==> src/rtl/sram1rw256x48_ctrl.sv <==
// sram1rw256x48_ctrl: request/response front end for a 256x48 single-port
// synchronous SRAM. The SRAM CE pin shares clk.
// A read is issued in cycle N. The SRAM drives its output in N+1 and the
// data is captured at the end of N+1 into a 2-entry in-order response FIFO.
// Optional feature macro: SRAM_CTRL_RMW_EN. When it is defined, a write with
// a partial byte mask is done as a read-modify-write through a small FSM.
// Without it, the byte mask is ignored and every write stores a full word.
module sram1rw256x48_ctrl #(
  parameter int ADDR_W = 8,
  parameter int DATA_W = 48
) (
  input  logic                clk,
  input  logic                rst,
  input  logic                req_valid,
  output logic                req_ready,
  input  logic                req_we,
  input  logic [ADDR_W-1:0]   req_addr,
  input  logic [DATA_W-1:0]   req_wdata,
  input  logic [DATA_W/8-1:0] req_wmask,
  output logic                rsp_valid,
  input  logic                rsp_ready,
  output logic [DATA_W-1:0]   rsp_rdata,
  output logic [ADDR_W-1:0]   sram_a,
  output logic                sram_csb,
  output logic                sram_web,
  output logic                sram_oeb,
  output logic [DATA_W-1:0]   sram_i,
  input  logic [DATA_W-1:0]   sram_o
);
  localparam int MASK_W = DATA_W / 8;

  logic              r_rd_p1;   // a response-producing read was issued last cycle
  logic              r_oe_p1;   // any SRAM read (normal or RMW) was issued last cycle
  logic [1:0]        r_cnt;
  logic              r_wr_ptr;
  logic              r_rd_ptr;
  logic [DATA_W-1:0] r_fifo [2];

  logic              w_fire;
  logic              w_push;
  logic              w_pop;
  logic              w_space;
  logic              w_idle;
  logic              w_rd_issue;  // normal read: will produce a response
  logic              w_sram_rd;   // any SRAM read this cycle
  logic              w_access;    // request drives an SRAM access this cycle
  logic              w_wr_issue;  // request is a single-cycle full-word write
  logic              w_rmw_wr;    // second (write) cycle of an RMW
  logic [ADDR_W-1:0] w_rmw_addr;
  logic [DATA_W-1:0] w_rmw_data;

  // Reads in flight count against FIFO space; a pop this cycle frees a slot.
  assign w_space   = ({1'b0, r_cnt} + {2'b00, r_rd_p1}) < (3'd2 + {2'b00, w_pop});
  assign req_ready = ~rst & w_idle & w_space;
  assign w_fire    = req_valid & req_ready;
  assign rsp_valid = ~rst & (r_cnt != 2'd0);
  assign rsp_rdata = r_fifo[r_rd_ptr];
  assign w_pop     = rsp_valid & rsp_ready;
  assign w_push    = r_rd_p1;
  assign sram_oeb  = rst | ~r_oe_p1;

`ifdef SRAM_CTRL_RMW_EN
  typedef enum logic {ST_IDLE, ST_RMW_WR} state_t;

  state_t            r_state;
  logic [ADDR_W-1:0] r_rmw_addr;
  logic [DATA_W-1:0] r_rmw_wdata;
  logic [MASK_W-1:0] r_rmw_mask;
  logic              w_mask_full;
  logic              w_mask_none;
  logic              w_rmw_start;

  // Keep old bytes where the mask is clear, take new bytes where it is set.
  function automatic logic [DATA_W-1:0] merge_lanes(input logic [DATA_W-1:0] old_d,
                                                    input logic [DATA_W-1:0] new_d,
                                                    input logic [MASK_W-1:0] mask);
    logic [DATA_W-1:0] res;
    res = old_d;
    for (int k = 0; k < MASK_W; k++)
      if (mask[k]) res[8*k +: 8] = new_d[8*k +: 8];
    return res;
  endfunction

  assign w_mask_full = &req_wmask;
  assign w_mask_none = ~|req_wmask;
  assign w_idle      = (r_state == ST_IDLE);
  assign w_rmw_wr    = (r_state == ST_RMW_WR);
  // The accepting cycle is the RMW read phase; the write follows next cycle.
  assign w_rmw_start = w_fire & req_we & ~w_mask_full & ~w_mask_none;
  assign w_rd_issue  = w_fire & ~req_we;
  assign w_sram_rd   = w_rd_issue | w_rmw_start;
  assign w_wr_issue  = w_fire & req_we & w_mask_full;
  assign w_access    = w_fire & ~(req_we & w_mask_none);
  assign w_rmw_addr  = r_rmw_addr;
  assign w_rmw_data  = merge_lanes(sram_o, r_rmw_wdata, r_rmw_mask);

  // RMW sequencer: IDLE -> RMW_WR for one cycle -> IDLE.
  always_ff @(posedge clk) begin
    if (rst) begin
      r_state <= ST_IDLE;
    end else begin
      case (r_state)
        ST_IDLE:   if (w_rmw_start) r_state <= ST_RMW_WR;
        ST_RMW_WR: r_state <= ST_IDLE;
        default:   r_state <= ST_IDLE;
      endcase
    end
  end

  // Hold the partial write's address, data and mask for the write phase.
  always_ff @(posedge clk) begin
    if (w_rmw_start) begin
      r_rmw_addr  <= req_addr;
      r_rmw_wdata <= req_wdata;
      r_rmw_mask  <= req_wmask;
    end
  end
`else
  logic w_unused_mask;

  // The byte mask has no effect: every write stores the whole word.
  assign w_unused_mask = ^req_wmask;
  assign w_idle        = 1'b1;
  assign w_rmw_wr      = 1'b0;
  assign w_rd_issue    = w_fire & ~req_we;
  assign w_sram_rd     = w_rd_issue;
  assign w_wr_issue    = w_fire & req_we;
  assign w_access      = w_fire;
  assign w_rmw_addr    = '0;
  assign w_rmw_data    = '0;
`endif

  // SRAM pins are driven combinationally in the issue cycle and parked when idle.
  always_comb begin
    sram_csb = 1'b1;
    sram_web = 1'b1;
    sram_a   = '0;
    sram_i   = '0;
    if (!rst) begin
      if (w_rmw_wr) begin
        sram_csb = 1'b0;
        sram_web = 1'b0;
        sram_a   = w_rmw_addr;
        sram_i   = w_rmw_data;
      end else if (w_access) begin
        sram_csb = 1'b0;
        sram_web = ~w_wr_issue;
        sram_a   = req_addr;
        sram_i   = req_wdata;
      end
    end
  end

  // Read-in-flight flags and FIFO pointers/occupancy.
  always_ff @(posedge clk) begin
    if (rst) begin
      r_rd_p1  <= 1'b0;
      r_oe_p1  <= 1'b0;
      r_cnt    <= 2'd0;
      r_wr_ptr <= 1'b0;
      r_rd_ptr <= 1'b0;
    end else begin
      r_rd_p1 <= w_rd_issue;
      r_oe_p1 <= w_sram_rd;
      if (w_push) r_wr_ptr <= ~r_wr_ptr;
      if (w_pop)  r_rd_ptr <= ~r_rd_ptr;
      r_cnt <= r_cnt + {1'b0, w_push} - {1'b0, w_pop};
    end
  end

  // Capture SRAM output at the end of the cycle after a read issue.
  always_ff @(posedge clk) begin
    if (w_push) r_fifo[r_wr_ptr] <= sram_o;
  end
endmodule

==> config.mk <==
export PLATFORM = sky130hd
export DESIGN_NAME = sram1rw256x48_ctrl
export DESIGN_NICKNAME = d
export VERILOG_FILES = /design/src/rtl/sram1rw256x48_ctrl.sv
export SDC_FILE = /design/constraint.sdc
export NUM_CORES = 1
export LEC_CHECK = 0
export ABC_CLOCK_PERIOD_IN_PS = 3800
export CORE_ASPECT_RATIO = 1.2
export CORE_MARGIN = 8
export CORE_UTILIZATION = 30
export CTS_CLUSTER_DIAMETER = 80
export DETAILED_ROUTE_END_ITERATION = 6
export SLEW_MARGIN = 20
export SYNTH_ARGS = -nofsm -noshare
export SYNTH_HDL_FRONTEND = slang
export SYNTH_SLANG_ARGS = --single-unit
==> constraint.sdc <==
create_clock -name clk -period 3.8 [get_ports clk]
set_input_delay 0.76 -clock clk [delete_from_list [all_inputs] [get_ports clk]]
set_output_delay 0.76 -clock clk [all_outputs]
set_load 0.005 [all_outputs]
# After elaboration in Yosys (flattened, before gate mapping)
# Memory sizes are Yosys's and may differ from the RTL's. A register that Yosys moved wholly into a read port is not among the register bits.
# Cells that the tools add are included.
totals:
  ff_bits: 5
  mem_bits_rw: 96
  elab_cells: 36
  memories: 1
classes:
  n_addsub: 4
  magnitude_cmp: 1
  muxes: 12
  bitwise: 13
  n_reduce_logical: 1
memory_table:
  columns: ["memory", "words", "width", "rd", "rd_ports_with_merged_regs", "wr", "line_no", "rtl"]
  rows:
  - ["r_fifo", 2, 48, 1, 1, 1, "37", "logic [DATA_W-1:0] r_fifo [2];"]
op_table:
  columns: ["cell", "count"]
  rows:
  - ["$mux 48", 2]
  - ["$mux 8", 2]
  - ["$mux 1", 8]
  - ["$and 1x1->1", 6]
  - ["$not 1->1", 6]
  - ["$add 2x1->3", 1]
  - ["$add 2x1->3 const A", 1]
  - ["$lt 3x3->1", 1]
  - ["$add 2x1->2", 1]
  - ["$reduce_bool 2->1", 1]
  - ["$sub 2x1->2", 1]
  - ["$or 1x1->1", 1]

# Longest topological paths before layout
depth:
  ltp_word: 11
  ltp_mapped: 9
  ltp_nobuf: 8

# Worst setup path after synthesis
# No wires, ideal clock.
synth_path:
  kind: "register to register"
  from: "register r_oe_p1 (netlist name)"
  to: "memory r_fifo[0][0] (enable)"
  setup_ns: 0.459
  t_arrival_ns: 2.574
  required_ns: 3.341
  path_slack_ns: 0.766
  path_stages_with_launch: 2
  n_path_buf: 0
  period_less_slack_ns: 3.034
  cell_sequence: "dfxtp_1 nor2b_1"
synth_lines:
  columns: ["element", "line_no"]
  rows:
  - ["end, declared", "37"]

# Final worst setup path
layout_path:
  from: "input rst"
  to: "output sram_i[2]"
layout_between:
  elab_chain_cells: 9
layout_lines:
  columns: ["element", "line_no", "rtl"]
  rows:
  - ["start, declared", "13", "input logic rst,"]
  - ["$not 1->1", "54, 56", null]
  - ["$and 1x1->1", "56", "assign rsp_valid = ~rst & (r_cnt != 2'd0);"]
  - ["$and 1x1->1", "58", "assign w_pop = rsp_valid & rsp_ready;"]
  - ["$add 2x1->3", "53", "assign w_space = ({1'b0, r_cnt} + {2'b00, r_rd_p1}) < (3'd2 + {2'b00, w_pop});"]
  - ["$lt 3x3->1", "53", null]
  - ["$and 1x1->1", "54", "assign req_ready = ~rst & w_idle & w_space;"]
  - ["$and 1x1->1", "55", "assign w_fire = req_valid & req_ready;"]
  - ["$mux 48", "145", "end else if (w_access) begin"]
  - ["$mux 48 (*)", "139", "if (!rst) begin"]
  - ["end, declared", "27", "output logic [DATA_W-1:0] sram_i,"]
# Every way passes the cells marked *; elsewhere a longest branch is shown, timed or not.

==> metrics.md <==
| Metric | Value |
|---|---|
| Status | finished, final reports clean |
| Post-CTS Setup Inserts | 0 |
| Arrival time worst endpoint | 2.77 ns |
| Worst vdd ir | 0.204 mV |
| Post-layout nets | 591 |
| CTS Root Cell | clkbuf_16 |
| First-pass GRT wire length | 19.1 mm |
| Post-route DRC | 0 |
| Initial antenna violation count | 0 |
| Antenna Nets Post-Route | 0 |
| Starting density of the core | 30.8% |
| Die X | 125 µm |
| CP max-delay cell | clkdlybuf4s50_1 |
| Placed cells | 632 |
| Layout Cells excl Fill | 648 |
| IO Pins | 224 |
| MaxCap Viol Count | 0 |
| Die Span Y | 147 µm |
| Vias per inst | 4.64 |
| Mean post-synth cell area | 16.7 µm² |
| Detailed Routing Iterations Pass 1 | 4 |
| Largest net degree at the start of global routing | 53 |
| Worst hold path class | reg -> reg |
| Switch share | 22.1% |
| Unrepaired setup endpoints after global routing | false |
| Leak Pwr | 2.28 nW |
| WL final | 12.6 mm |
| Clock Skews | 0.00701 ns |
| Slew at the pin with the worst max-slew slack | 0.761 ns |
| Final setup vio count | 0 |
| Fraction of layout cells with a size suffix above 1 | 16.1% |
| Gate power share | 15.8% |
| Sequential share of power | 50.2% |
| GRT overflow | 0 |
| Synth Net Count | 375 |
| Htree depth | 3 |
| Slew margin rel. | 49.3% |
| Max stage delay on crit path | 0.55 ns |
| Critical path peak fanout | 52 |
| Post-Route Setup TNS | 0 ns |
| Critical path class | in -> out |
| Library cells used by synthesis | 25 |
| Final min period | 3.53 ns |
| Yosys reg bits | 102 |
| Final hold violations | 0 |
| ANT cells | 0 |
| Inserted Clock Buffers | 9 |
| Period utilization | 93.0% |
| Clock power frac | 33.9% |
| Number of port buffers | 217 |
| Post-synthesis sequential area ratio | 70.3% |
| Max Fclk | 0.283 GHz |
| Core area | 13900 µm² |
| Placer Congestion | 0.728 |
| Worst-path clk slew | 0.07 ns |
| CTS resizes | 0 |
| Post-detail-place hpwl | 9.69 mm |
| Cell count after synthesis | 256 |
| Vias in the first global route | 3378 |
| PwrDens | 366 nW/µm² |
| Yosys warnings | 0 |
| Most common cell type on the critical path | clkdlybuf4s50_1 |
| Die area | 18300 µm² |
| Clk buf depth | 2 |
| Area grow syn2layout | 62.4% |
| Critical Path RT | 3.04 ns |
| DR WL/cell | 19.4 µm |
| Post-Syn Area | 4270 µm² |
| Cells along the critical path | clkdlybuf4s50_1 -> o21bai_4 -> o31a_2 -> buf_12 -> nor3b_1 -> clkdlybuf4s50_1 |
| Clock sinks | 102 |
| Placement Rows | 47 |
| CTS Hold Bufs | 0 |
| Max-slew violations | 0 |
| Net Switching | 0.000562 W |
| Crit end category | output port |
| Clock Latency Late Sink | 0.33 ns |
| Critical path startpoint category | primary input |
| Internal | 0.00198 W |
| Global Route Usage Sum | 13.4% |
| Total via count in the routed design | 3008 |
| CTS tree | done |
| Starting DRT DRC Count | 112 |
[kinds of logic (layout without fill, tap and decap cells)]
| logic type | Yosys count | in the layout | share of synthesized area, % |
|---|---|---|---|
| AO/OA/AOI/OAI | 5 | 5 | 0.996 |
| XOR/XNOR | 2 | 2 | 0.410 |
| buffers and inverters | 23 | 244 | 2.61 |
| adder cells (fa/ha/maj) | 4 | 4 | 1.17 |
| AND/OR/NAND/NOR | 72 | 72 | 11.9 |
| multiplexers | 48 | 48 | 12.7 |
| flip-flops | 102 | 102 | 70.3 |
[cell usage after synthesis (all sizes together)]
library cell	number	area share, %
o31a	1	0.21
xnor2	1	0.21
xor2	1	0.21
or3b	1	0.21
nand2	1	0.088
nor2b	2	0.29
ha	4	1.2
o21bai	1	0.44
a21oi	2	0.23
inv	4	0.35
o21ai	1	0.12
nor3b	56	9.8
buf	6	1.1
nor3	3	0.35
and2	2	0.29
edfxtp	96	67
mux2	48	13
or3	1	0.15
dfxtp	6	2.8
nor2	4	0.35
or2	1	0.15
clkbuf	13	1.1
nand2b	1	0.15
[path summary, 6_finish.rpt]
path / startpoint / to / slack [ns] / depth (start not counted)
hold / removal: r_rd_ptr$_SDFFE_PP0P_ / flip-flop / 0.51 / 2
hold reg to reg: r_rd_ptr$_SDFFE_PP0P_ / flip-flop / 0.51 / 2
setup / recovery: rst / sram_i[2] / 0.27 / 6
setup reg to reg: r_oe_p1$_SDFF_PP0_ / r_fifo[0][29]$_DFFE_PP_ / 1.87 / 2
[worst max-delay path, delay by kind of cell]
kind                   cells  cell delay (ns)
buffers and inverters      3             1.20
AO/OA/AOI/OAI              2             0.58
AND/OR/NAND/NOR            1             0.23
[power groups by stage]
stage / registers (W) / clock network (W) / logic [W]
after global routing: 0.00128 / 0.000940 / 0.000435
after detailed placement: 0.00130 / 0 / 0.000407
after CTS: 0.00128 / 0.000895 / 0.000410
after floorplan: 0.00129 / 0 / 0.000139
after global placement: 0.00130 / 0 / 0.000402
final: 0.00128 / 0.000861 / 0.000402
[routing by layer]
layer | track usage [%] | up-vias | routed length, µm
met5 | 0 | - | 0
met2 | 21.3 | 181 | 5600
met3 | 8.04 | 11 | 1730
met4 | 3.78 | 0 | 150
met1 | 14.8 | 1406 | 5080
li1 | - | 1410 | -
[flip-flops by register name, summed over array words and instances, names as in the netlist, named ones only]
register	cells
r_cnt	2
r_oe_p1	1
r_rd_ptr	1
r_wr_ptr	1
r_fifo	96
[placed cells by master, fill, tap and decap left out, drive strengths merged, types with 2 or more instances in the layout]
cell type	instances
nor3b	56
dfxtp	6
clkinvlp	3
and2	2
clkbuf	9
nor3	3
nor2	4
clkdlybuf4s50	217
edfxtp	96
clkinv	2
buf	7
inv	6
a21oi	2
ha	4
nor2b	2
mux2	48
[cell type report]
type | count | area (µm²)
Inverter | 4 | 15.0
Tap cell | 171 | 214
Fill cell | 1208 | 6940
Clock buffer | 9 | 225
Multi-Input combinational cell | 131 | 1170
Timing Repair Buffer | 224 | 2250
Sequential cell | 102 | 3000
Clock inverter | 7 | 57.6
[per-stage QoR]
step                hold slack, ns  power [W]  utilization [%]  setup WS [ns]  cell area [µm²]
floorplan                    0.476    0.00143                -          0.766             4270
global placement             0.494    0.00170             47.9          0.243             6650
detailed placement           0.502    0.00171             47.9          0.232             6650
CTS                          0.514    0.00258             50.0          0.231             6940
global route                 0.566    0.00265             50.0          0.123             6940
finish                       0.513    0.00254             50.0          0.267             6940
Power figures use the tool's default switching activity.
